<file path="src/rtl/rv_r_issue.sv">
// rv_r_issue: R-type decode/operand-issue stage feeding the ALU, with
// EX->ID forwarding, back-pressure, illegal-opcode flag and retire counter.
module rv_r_issue #(
    parameter int XLEN  = 32,
    parameter int NREGS = 32,
    parameter int CNT_W = 32
) (
    input  logic             clk,
    input  logic             rst_n,
    input  logic             in_valid,
    output logic             in_ready,
    input  logic [31:0]      in_instr,
    output logic             alu_valid,
    input  logic             alu_ready,
    output logic [4:0]       alu_func3,
    output logic [6:0]       alu_func7,
    output logic [XLEN-1:0]  alu_rs1,
    output logic [XLEN-1:0]  alu_rs2,
    input  logic [XLEN-1:0]  alu_result,
    output logic             illegal,
    output logic [CNT_W-1:0] retired,
    input  logic [4:0]       dbg_addr,
    output logic [XLEN-1:0]  dbg_data
);
    logic [XLEN-1:0] rf [NREGS];
    logic [4:0]      rd;
    logic            accept, retire, legal, wb;
    logic [4:0]      rs1, rs2;
    logic [XLEN-1:0] op1, op2;

    assign in_ready = !alu_valid || alu_ready;
    assign accept   = in_valid && in_ready;
    assign retire   = alu_valid && alu_ready;
    assign wb       = retire && rd != 5'd0;
    assign legal    = in_instr[6:0] == 7'b0110011;
    assign rs1      = in_instr[19:15];
    assign rs2      = in_instr[24:20];

    // x0 reads as zero and is never forwarded; otherwise the retiring result wins
    always_comb begin
        op1 = rs1 == 5'd0 ? '0 : (wb && rd == rs1) ? alu_result : rf[rs1];
        op2 = rs2 == 5'd0 ? '0 : (wb && rd == rs2) ? alu_result : rf[rs2];
    end

    assign dbg_data = dbg_addr == 5'd0 ? '0 : rf[dbg_addr];

    always_ff @(posedge clk or negedge rst_n) begin
        if (!rst_n) begin
            for (int i = 0; i < NREGS; i++) rf[i] <= '0;
            rd        <= '0;
            alu_valid <= 1'b0;
            alu_func3 <= '0;
            alu_func7 <= '0;
            alu_rs1   <= '0;
            alu_rs2   <= '0;
            illegal   <= 1'b0;
            retired   <= '0;
        end else begin
            if (wb) rf[rd] <= alu_result;
            if (retire) retired <= retired + CNT_W'(1);
            illegal <= accept && !legal;
            if (accept && legal) begin
                alu_valid <= 1'b1;
                alu_func3 <= {2'b00, in_instr[14:12]};
                alu_func7 <= in_instr[31:25];
                alu_rs1   <= op1;
                alu_rs2   <= op2;
                rd        <= in_instr[11:7];
            end else if (retire) begin
                alu_valid <= 1'b0;
            end
        end
    end
endmodule

</file>
<file path="config.mk">
export PLATFORM = sky130hd
export DESIGN_NAME = rv_r_issue
export DESIGN_NICKNAME = d
export VERILOG_FILES = /design/src/rtl/rv_r_issue.sv
export SDC_FILE = /design/constraint.sdc
export NUM_CORES = 2
export LEC_CHECK = 0
export ABC_AREA = 0
export BUFFER_PORTS_ARGS = -buffer_cell sky130_fd_sc_hd__buf_2
export CAP_MARGIN = 15
export CORE_MARGIN = 4
export CORE_UTILIZATION = 35
export CTS_BUF_LIST = sky130_fd_sc_hd__clkbuf_16
export CTS_CLUSTER_SIZE = 40
export DETAILED_ROUTE_END_ITERATION = 16
export PLACE_DENSITY = 0.54
export SLEW_MARGIN = 20
export SYNTH_ARGS = -nofsm -noshare
export SYNTH_HDL_FRONTEND = slang
export SYNTH_SLANG_ARGS = --single-unit
</file>
<file path="constraint.sdc">
create_clock -name clk -period 2.85 [get_ports clk]
set_clock_uncertainty 0.15 [all_clocks]
set_input_delay 0.4275 -clock clk [delete_from_list [all_inputs] [get_ports clk]]
set_output_delay 0.4275 -clock clk [all_outputs]
set_load 0.01 [all_outputs]
</file>
==> flow_metrics.tcl <==
set metrics [dict create \
    outcome "finished, violations left" \
    violations "setup timing" \
    cts.sinks 1137 \
    place.gp.congestion 0.860 \
    seq_power_share_pct 44.0 \
    path_common_cell "mux4_2" \
    p_per_area_mw_per_mm2 466 \
    synth_area_leaders "dfrtp_1 43%, mux4_2 28%, mux2_2 17%, buf_2 1.3%, clkbuf_1 1.3%" \
    cts_tree "yes" \
    grt_pass1_wl_mm 375 \
    cp_slowest_cell "mux4_2" \
    grt-ovfl-total 0 \
    critPathKind "reg -> out" \
    arrival_ns 2.61 \
    dieArea_mm2 0.197 \
    syn_area_mm2 0.0666 \
    synth_top_cell_area_share_pct 42.7 \
    critPathBufInv 2 \
    irDropWorstVdd_v 0.000579 \
    die_x_um 444 \
    hpwl_mm 169 \
    cp-start-kind "flop" \
    clock_latency_ns 0.79 \
    portBuffers 213 \
    combPwrFrac_pct 9.4 \
    ys_ff_latch 1137 \
    ant_nets 0 \
    clk_path_buf_depth 3 \
    timing.rr.end "alu_rs2[16]" \
    crit_required_ns 2.27 \
    met1_length_mm 103 \
    p_int_uw 27500 \
    rsz0062_at_grt "true" \
    fp-row-count 159 \
    netSwitchingPower_uw 9680 \
    cts-root-buf "clkbuf_16" \
    utilization_pct 42.4 \
    crit_start "rf[651]" \
    cts_buffers 133 \
    drc_errors 0 \
    highest_layer "met5" \
    finalInstanceArea_mm2 0.0798 \
    report.final.slew_viol_count 0 \
    ioPinCount 216 \
    syn_area_per_cell_um2 15.3 \
    hold_viol_final 0 \
    firstDrtPassIters 6 \
    core_area_mm2 0.188 \
    place_area_mm2 0.0737 \
    reg2reg_slack_ns 0.28 \
    clk_pin_slew_ns 0.06 \
    hold_path.class "in -> reg" \
    worstSetupEndpointType "primary output" \
    async_flop_share_pct 100 \
    tightestPinTransition_ns 0.815 \
    grt.total_usage_pct 26.4 \
    die_y_um 444 \
    syn_to_final_growth_pct 19.9 \
    r2r_start "rd[2]" \
    worst_slack_ns -0.336 \
    crit_fanout 4 \
    critical_path.max_stage_delay_ns 0.49 \
    worstPathCellList "mux4_2, mux4_2, inv_2, o21ai_4, buf_6" \
    via_per_inst 6.36 \
    syn_inst 4351 \
    synth_cell_types 55 \
    cp_top_family "multiplexers" \
    cp.depth 5 \
    power_leakage_uw 0.0357 \
    p_clk_share_pct 46.6 \
    synth_ff_type "dfrtp_1" \
    setup-violations-final 32 \
    grt_pass1_vias 47200 \
    drive_above_1_share_pct 60.0 \
    drv_cap 0 \
    wl_met2_mm 122 \
    final.period_utilization_pct 112 \
    cts_max_level 4 \
    yosysSeqAreaShare_pct 42.7 \
    fmax_ghz 0.314 \
    max-slew-margin-rel_pct 45.5 \
    sw_frac_of_total_pct 26.0 \
    yosysMostFrequentCell "dfrtp_1" \
    setup_tns_ns -7.88 \
    met3_wirelength_mm 22.8 \
    drt-initial-drc-count 5368 \
    fin_crit_ns 3.19 \
    synth-edff-count 0 \
    grt_max_degree 109 \
    crit_end "dbg_data[11]" \
    r2r_cells 6 \
    vias 46700 \
    wirelength_mm 263 \
    ys_warn_count 0 \
    antenna_found_initial 16 \
    nets 4819 \
    whs_ns 0.0589 \
    initial_utilization_pct 35.3 \
    synth_commonest_cells "1137 x dfrtp_1, 1007 x mux2_2, 832 x mux4_2, 222 x clkbuf_1, 179 x nand2_1" \
    wl_per_cell_um 35.8 \
    synth_largest_area_cell "dfrtp_1" \
]
worst min-delay path by stage:
stage                        end            from  cells past startpoint  slack (ns)
floorplan           alu_func3[0]           rst_n                      0       -0.02
global placement         rf[629]           rst_n                      1        0.23
detailed placement       rf[629]           rst_n                      1        0.23
CTS                  alu_rs1[14]  alu_result[14]                      3       0.002
global route         alu_rs1[16]  alu_result[16]                      3        0.07
finish               alu_rs1[16]  alu_result[16]                      3        0.06
power by group through the flow:
| stage | logic, uW | clock network, uW | registers, uW |
|---|---|---|---|
| after floorplan | 1630 | 0 | 16600 |
| after global placement | 3420 | 0 | 16700 |
| after detailed placement | 3450 | 0 | 16700 |
| after CTS | 3500 | 17600 | 16400 |
| after global routing | 3670 | 18300 | 16400 |
| final | 3490 | 17300 | 16400 |
worst min-delay path: cells and delay by family:
kind | cells | cell delay [ns]
compound gates | 1 | 0.08
buf+inv | 1 | 0.28
simple gates | 1 | 0.15
stage by stage:
stage | total power [uW] | setup slack (ns) | std cells
3_3_place_gp | 20100 | -0.722 | 6939
5_1_grt | 38300 | -0.398 | 7342
2_1_floorplan | 18300 | 0.0181 | 4352
6_report | 37200 | -0.336 | 7346
4_1_cts | 37500 | -0.385 | 7294
3_5_place_dp | 20100 | -0.724 | 6939
layout by cell type, fill, tap and decap left out, types with 80 or more instances in the layout:
| master | count |
|---|---|
| clkbuf_16 | 137 |
| o22ai_1 | 80 |
| dfrtp_1 | 1136 |
| mux2i_1 | 83 |
| buf_2 | 180 |
| buf_4 | 369 |
| mux4_2 | 832 |
| nand2_1 | 139 |
| buf_12 | 164 |
| mux2_2 | 1007 |
layer usage:
layer | track usage, % | up-vias
li1 | - | 18100
met1 | 34.8 | 25500
met2 | 41.2 | 2482
met3 | 6.30 | 588
met4 | 12.7 | 12
met5 | 0 | -
sequential cells by signal, summed over array words and instances (netlist names):
| register | flops |
|---|---|
| alu_rs1 | 32 |
| alu_func3 | 3 |
| alu_func7 | 7 |
| illegal | 1 |
| rf | 1024 |
| rd | 5 |
| alu_valid | 1 |
| alu_rs2 | 32 |
| retired | 32 |
what timing repair did:
item	4_1_cts	5_1_grt
endpoints found under the setup margin	32	65
gates resized for setup	124	22
buffers inserted	99	46
endpoints found under the hold margin	599	0
hold buffers	25	0
cloned	0	0
pin swaps	5	8
cell type report:
class / count / area (um^2)
antenna: 6 / 15.0
clock buffer: 137 / 3430
clock inverter: 98 / 886
fill: 16900 / 109000
inverter: 38 / 143
multi-input combinational: 2665 / 36200
sequential: 1137 / 28500
tap: 2495 / 3120
timing repair buffer: 770 / 7600
logic make-up after synthesis:
family / after synthesis / share of synthesized area (%)
and+or+nand+nor: 371 / 2.69
buffers and inverters: 550 / 3.91
muxes: 1922 / 46.4
xor gates and xnor gates: 41 / 0.539
adders and majority gates: 1 / 0.0188
AOI/OAI and AO/OA: 328 / 3.67
DFF: 1137 / 42.7
other: 1 / 0.00563
Note: power is estimated with default switching activity, not from simulation.
